**src/rtl/arm_id_pkg.sv**
```systemverilog
// Shared constants and bundles for the ARM-subset ID stage.
// Includes ALU commands, opcodes, modes, condition codes and flag indices.
package arm_id_pkg;

  localparam logic [3:0] EXE_NOP = 4'b0000;
  localparam logic [3:0] EXE_MOV = 4'b0001;
  localparam logic [3:0] EXE_ADD = 4'b0010;
  localparam logic [3:0] EXE_ADC = 4'b0011;
  localparam logic [3:0] EXE_SUB = 4'b0100;
  localparam logic [3:0] EXE_SBC = 4'b0101;
  localparam logic [3:0] EXE_AND = 4'b0110;
  localparam logic [3:0] EXE_ORR = 4'b0111;
  localparam logic [3:0] EXE_EOR = 4'b1000;
  localparam logic [3:0] EXE_MVN = 4'b1001;

  localparam logic [3:0] OP_AND = 4'b0000;
  localparam logic [3:0] OP_EOR = 4'b0001;
  localparam logic [3:0] OP_SUB = 4'b0010;
  localparam logic [3:0] OP_ADD = 4'b0100;
  localparam logic [3:0] OP_ADC = 4'b0101;
  localparam logic [3:0] OP_SBC = 4'b0110;
  localparam logic [3:0] OP_TST = 4'b1000;
  localparam logic [3:0] OP_CMP = 4'b1010;
  localparam logic [3:0] OP_ORR = 4'b1100;
  localparam logic [3:0] OP_MOV = 4'b1101;
  localparam logic [3:0] OP_MVN = 4'b1111;

  localparam logic [1:0] MODE_DP  = 2'b00;
  localparam logic [1:0] MODE_MEM = 2'b01;
  localparam logic [1:0] MODE_BR  = 2'b10;

  localparam logic [3:0] CC_EQ = 4'b0000;
  localparam logic [3:0] CC_NE = 4'b0001;
  localparam logic [3:0] CC_CS = 4'b0010;
  localparam logic [3:0] CC_CC = 4'b0011;
  localparam logic [3:0] CC_MI = 4'b0100;
  localparam logic [3:0] CC_PL = 4'b0101;
  localparam logic [3:0] CC_VS = 4'b0110;
  localparam logic [3:0] CC_VC = 4'b0111;
  localparam logic [3:0] CC_HI = 4'b1000;
  localparam logic [3:0] CC_LS = 4'b1001;
  localparam logic [3:0] CC_GE = 4'b1010;
  localparam logic [3:0] CC_LT = 4'b1011;
  localparam logic [3:0] CC_GT = 4'b1100;
  localparam logic [3:0] CC_LE = 4'b1101;
  localparam logic [3:0] CC_AL = 4'b1110;

  localparam int FLAG_N = 3;
  localparam int FLAG_Z = 2;
  localparam int FLAG_C = 1;
  localparam int FLAG_V = 0;

  typedef struct packed {
    logic [3:0] exe_cmd;
    logic       mem_read;
    logic       mem_write;
    logic       wb_enable;
    logic       b;
    logic       update_sr;
  } ctrl_t;

  localparam ctrl_t CTRL_NONE = '0;

endpackage

```
**src/rtl/arm_cond_check.sv**
```systemverilog
// Condition evaluator: Instruction[31:28] against {N,Z,C,V}.
// Pure combinational; code 1111 never passes.
module arm_cond_check
  import arm_id_pkg::*;
(
  input  logic [3:0] cond,
  input  logic [3:0] sr,
  output logic       cond_pass
);

  logic n, z, c, v;

  assign n = sr[FLAG_N];
  assign z = sr[FLAG_Z];
  assign c = sr[FLAG_C];
  assign v = sr[FLAG_V];

  always_comb begin
    cond_pass = 1'b0;
    unique case (cond)
      CC_EQ:   cond_pass = z;
      CC_NE:   cond_pass = !z;
      CC_CS:   cond_pass = c;
      CC_CC:   cond_pass = !c;
      CC_MI:   cond_pass = n;
      CC_PL:   cond_pass = !n;
      CC_VS:   cond_pass = v;
      CC_VC:   cond_pass = !v;
      CC_HI:   cond_pass = c && !z;
      CC_LS:   cond_pass = !c || z;
      CC_GE:   cond_pass = (n == v);
      CC_LT:   cond_pass = (n != v);
      CC_GT:   cond_pass = !z && (n == v);
      CC_LE:   cond_pass = z || (n != v);
      CC_AL:   cond_pass = 1'b1;
      default: cond_pass = 1'b0;
    endcase
  end

endmodule

```
**src/rtl/arm_id_decode_core.sv**
```systemverilog
// ARM-subset ID decode core: control decoder, condition check, register file.
// Define RF_WRITE_BYPASS_EN to forward the WB write onto same-cycle reads.
module arm_id_decode_core
  import arm_id_pkg::*;
#(
  parameter int DATA_W   = 32,
  parameter int NUM_REGS = 15
) (
  input  logic              clk,
  input  logic              rst,
  input  logic [1:0]        mode,
  input  logic [3:0]        op_code,
  input  logic              s_in,
  input  logic [3:0]        cond,
  input  logic [3:0]        sr,
  input  logic [3:0]        src1,
  input  logic [3:0]        src2,
  input  logic [3:0]        dest_wb,
  input  logic [DATA_W-1:0] result_wb,
  input  logic              write_back_en,
  output logic [3:0]        exe_cmd,
  output logic              mem_read,
  output logic              mem_write,
  output logic              wb_enable,
  output logic              b,
  output logic              update_sr,
  output logic              cond_pass,
  output logic [DATA_W-1:0] reg1,
  output logic [DATA_W-1:0] reg2
);

  ctrl_t ctrl;

  always_comb begin
    ctrl = CTRL_NONE;
    unique case (1'b1)
      mode == MODE_DP: begin
        ctrl.update_sr = s_in;
        ctrl.wb_enable = 1'b1;
        unique case (op_code)
          OP_MOV: ctrl.exe_cmd = EXE_MOV;
          OP_MVN: ctrl.exe_cmd = EXE_MVN;
          OP_ADD: ctrl.exe_cmd = EXE_ADD;
          OP_ADC: ctrl.exe_cmd = EXE_ADC;
          OP_SUB: ctrl.exe_cmd = EXE_SUB;
          OP_SBC: ctrl.exe_cmd = EXE_SBC;
          OP_AND: ctrl.exe_cmd = EXE_AND;
          OP_ORR: ctrl.exe_cmd = EXE_ORR;
          OP_EOR: ctrl.exe_cmd = EXE_EOR;
          OP_CMP: begin
            ctrl.exe_cmd   = EXE_SUB;
            ctrl.wb_enable = 1'b0;
          end
          OP_TST: begin
            ctrl.exe_cmd   = EXE_AND;
            ctrl.wb_enable = 1'b0;
          end
          default: ctrl = CTRL_NONE;
        endcase
      end
      mode == MODE_MEM: begin
        ctrl.exe_cmd   = EXE_ADD;
        ctrl.mem_read  = s_in;
        ctrl.wb_enable = s_in;
        ctrl.mem_write = !s_in;
      end
      mode == MODE_BR: ctrl.b = 1'b1;
      default: ctrl = CTRL_NONE;
    endcase
  end

  assign exe_cmd   = ctrl.exe_cmd;
  assign mem_read  = ctrl.mem_read;
  assign mem_write = ctrl.mem_write;
  assign wb_enable = ctrl.wb_enable;
  assign b         = ctrl.b;
  assign update_sr = ctrl.update_sr;

  arm_cond_check u_cond (
    .cond      (cond),
    .sr        (sr),
    .cond_pass (cond_pass)
  );

  logic [DATA_W-1:0] rf [NUM_REGS];
  logic              wr_ok;

  assign wr_ok = write_back_en && (int'(dest_wb) < NUM_REGS);

  always_ff @(posedge clk) begin
    if (rst) begin
      for (int i = 0; i < NUM_REGS; i++)
        rf[i] <= DATA_W'(i);
    end else if (wr_ok) begin
      rf[dest_wb] <= result_wb;
    end
  end

  logic [DATA_W-1:0] rd1, rd2;

  assign rd1 = (int'(src1) < NUM_REGS) ? rf[src1] : '0;
  assign rd2 = (int'(src2) < NUM_REGS) ? rf[src2] : '0;

`ifdef RF_WRITE_BYPASS_EN
  assign reg1 = (wr_ok && dest_wb == src1) ? result_wb : rd1;
  assign reg2 = (wr_ok && dest_wb == src2) ? result_wb : rd2;
`else
  assign reg1 = rd1;
  assign reg2 = rd2;
`endif

endmodule

```
**config.mk**
```make
export PLATFORM = sky130hd
export DESIGN_NAME = arm_id_decode_core
export DESIGN_NICKNAME = d
export VERILOG_FILES = /design/src/rtl/arm_id_pkg.sv /design/src/rtl/arm_cond_check.sv /design/src/rtl/arm_id_decode_core.sv
export SDC_FILE = /design/constraint.sdc
export NUM_CORES = 1
export LEC_CHECK = 0
export BUFFER_PORTS_ARGS = -buffer_cell sky130_fd_sc_hd__buf_2
export CAP_MARGIN = 20
export CORE_ASPECT_RATIO = 0.5
export CORE_UTILIZATION = 55
export DETAILED_ROUTE_END_ITERATION = 8
export MAX_ROUTING_LAYER = met4
export PLACE_DENSITY = 0.76
export SYNTH_ARGS = -nofsm -noshare
export SYNTH_HDL_FRONTEND = slang
export SYNTH_HIERARCHICAL = 1
export SYNTH_SLANG_ARGS = --single-unit
```
**constraint.sdc**
```tcl
create_clock -name clk -period 1.84 [get_ports clk]
set_input_delay 0.368 -clock clk [delete_from_list [all_inputs] [get_ports clk]]
set_output_delay 0.368 -clock clk [all_outputs]
set_load 0.05 [all_outputs]
```
==> impl_metrics.ini <==
[run_status]
status = finished, violations left
violations = negative setup slack

[synthesis]
yosysSeqAreaShare_pct = 55.56
synth_top_area_cell = edfxtp_1
synth_edf_count = 480
avgSynthCellArea_um2 = 13.67
synth_cell_types = 48
syn_inst = 1898
ys_ff_latch = 480
synth_top_area_share_pct = 55.56
async_flop_share_pct = 0
synth_area_leaders = edfxtp_1 (56%), mux4_2 (11%), and2_1 (11%), mux2i_1 (6.2%), a22oi_1 (1.8%)
synth_nets = 1960
syn_area_um2 = 25940
yosysWarnings = 6
synthFlopType = edfxtp_1

[detailed_routing]
wirelength_um = 78630
vias_per_cell = 6.579
ant_nets = 0
drc = 0
drtPass1Iterations = 6
wl_per_cell_um = 28.32
drtIter0Drc = 1917
route.vias.total = 18260

[worst_setup_path]
path_cells = mux4_2 > nor2b_4 > a211oi_4 > a21oi_4 > buf_6
crit_path_max_incr_delay_ns = 0.50
critPathLaunchType = register
cp-startpoint = rf[6][30]
cp_slowest_cell = mux4_2
worstSetupPathType = reg -> out
crit_fanout = 2
crit_family = multiplexers
worstPathRequired_ns = 1.47
endpoint_kind = primary output
path_buf_inv = 1
cp.arrival_ns = 2.02

[finish]
reg_top3 = rf (480)
area.growth.synth_to_final_pct = 25.55
largest_register = rf
final_cell_mix = edfxtp_1 (480), and2_1 (452), mux2i_1 (158), buf_4 (149), mux4_2 (129)
n_fill_cell = 2992
num-nets-final = 2176
drive_gt1_share_pct = 37.48
final_common_cell = edfxtp_1
largest_register_ffs = 480
postLayoutCoreUtil_pct = 71.07

[min_path]
min_to = rf[6][17]
hold_class = in -> reg
min_from = result_wb[17]
hold_depth = 2

[placement]
gp_congestion = 0.8939
dp_slack_ns = -0.5404
io_buffers = 135
dp_hpwl_um = 52160

[floorplan]
die_height_um = 155.6
placementRows = 55
coreArea_um2 = 45830
die_area_um2 = 48090
floorplan.initialDensity_pct = 56.60
io_pins = 136
die_w_um = 309.1

[clock_tree]
tritoncts = built
clock_sinks = 480
hold_buffers = 0
clkSlewWorstSetupHoldPaths_ns = 0.06
cts-buffers-inserted = 45
root_buffer = clkbuf_16
max-clock-path-buffers = 3
h-tree-depth = 2

[pwr]
combinationalPowerShare_pct = 19.1
p_seq_share_pct = 47.4
p_int_mw = 20.01
cellPowerDensity_nw_per_um2 = 841.9
pwr-share-clk_pct = 33.4
power.share.switching_pct = 27.02
p_sw_mw = 7.410
p_leak_nw = 11.95
peakVddDrop_mv = 0.6461

[global_routing]
grt_pass1_wl_um = 115200
grt_max_degree = 27
overflow = 0
grt_use_total_pct = 33.89
antenna_found_initial = 1
first_global_vias = 18720

[timing]
finalHoldViolations = 0
finalSetupViolCount = 65
relSlewSlack_pct = 70.51
fmax_ghz = 0.4183
drv_slew = 0
setup_tns_ns = -28.05
rsz0062_at_grt = true
setup_slack_ns = -0.5507
fin_crit_ns = 2.391
tightest_slew_ns = 0.4423
period_share_pct = 129.9

[flow_run]
cap_violations = 0
## power groups by stage
stage          Combinational [mW]  Clock (mW)  Sequential [mW]
2_1_floorplan                3.19           0             13.1
3_3_place_gp                 4.69           0             13.2
3_5_place_dp                 4.75           0             13.2
4_1_cts                      5.15        9.24             13.0
5_1_grt                      5.44        9.64             13.1
6_report                     5.24        9.17             13.0
## area by class of cell
| class | count | area, um^2 | share of cell area (%) |
|---|---|---|---|
| Inverter | 34 | 128.9 | 0.3957 |
| Multi-Input combinational cell | 1193 | 11940 | 36.67 |
| Sequential cell | 480 | 14410 | 44.25 |
| Clock buffer | 59 | 1221 | 3.749 |
| Tap cell | 627 | 784.5 | 2.409 |
| Timing Repair Buffer | 360 | 3897 | 11.97 |
| Clock inverter | 22 | 178.9 | 0.5493 |
| Antenna cell | 1 | 2.502 | 0.007683 |
## metrics by stage
| stage | hold slack (ns) | cells | total power [mW] | instance area [um^2] |
|---|---|---|---|---|
| 2_1_floorplan | 0.5474 | 1898 | 16.28 | 27240 |
| 3_3_place_gp | 0.8011 | 2685 | 17.85 | 30290 |
| 3_5_place_dp | 0.8051 | 2685 | 17.96 | 30290 |
| 4_1_cts | 0.2020 | 2770 | 27.38 | 32390 |
| 5_1_grt | 0.2360 | 2776 | 28.13 | 32570 |
| 6_report | 0.2208 | 2776 | 27.42 | 32570 |
## how the worst max path moves through the flow
stage          cells after the start  slack [ns]          to
5_1_grt                            5       -0.61    reg1[30]
6_report                           5       -0.55    reg1[30]
3_3_place_gp                       9       -0.56    reg1[24]
4_1_cts                            5       -0.57    reg1[30]
3_5_place_dp                       8       -0.54     reg1[9]
2_1_floorplan                      3       -0.21  exe_cmd[0]
## cell usage after synthesis (all sizes together), types with 2 or more instances
cell    instances
nor3            7
a21oi           6
a211o           4
nand3b          2
mux2i         160
nor2           23
and3b           2
inv            34
a221oi         31
o221ai         32
or3            24
buf            63
mux2           33
or2            17
clkbuf        128
edfxtp        480
xnor2           2
nand2b         16
o211ai         34
nor2b           5
nand2          37
a211oi          2
o22ai          63
a22oi          62
nor3b           4
and2          452
mux4          129
o21ai          34
nand3           2
## repair_timing
item                                    4_1_cts  5_1_grt
endpoints found under the setup margin       69       69
setup buffers                                 5        5
cloned                                        0        0
gates resized for setup                     180       30
pin swaps                                    78       41
## layer usage
metal / up-vias / share of wire, % / track usage, %
li1: 7699 / - / -
met1: 9247 / 39 / 44.87
met2: 1116 / 47 / 53.18
met3: 201 / 10 / 6.017
met4: 0 / 3.3 / 11.98
met5: - / 0 / -
## logic make-up (layout without fill, tap and decap cells)
| kind of cell | Yosys count | count (layout) | synth area share [%] |
|---|---|---|---|
| AO/OA/AOI/OAI | 273 | 273 | 7.548 |
| other | 0 | 1 | 0 |
| multiplexers | 322 | 322 | 18.82 |
| flip-flops | 480 | 480 | 55.56 |
| XOR/XNOR | 3 | 3 | 0.1303 |
| buffers and inverters | 225 | 475 | 4.056 |
| AND/OR/NAND/NOR | 595 | 595 | 13.89 |
No activity file was read; power rests on OpenSTA's default activity.
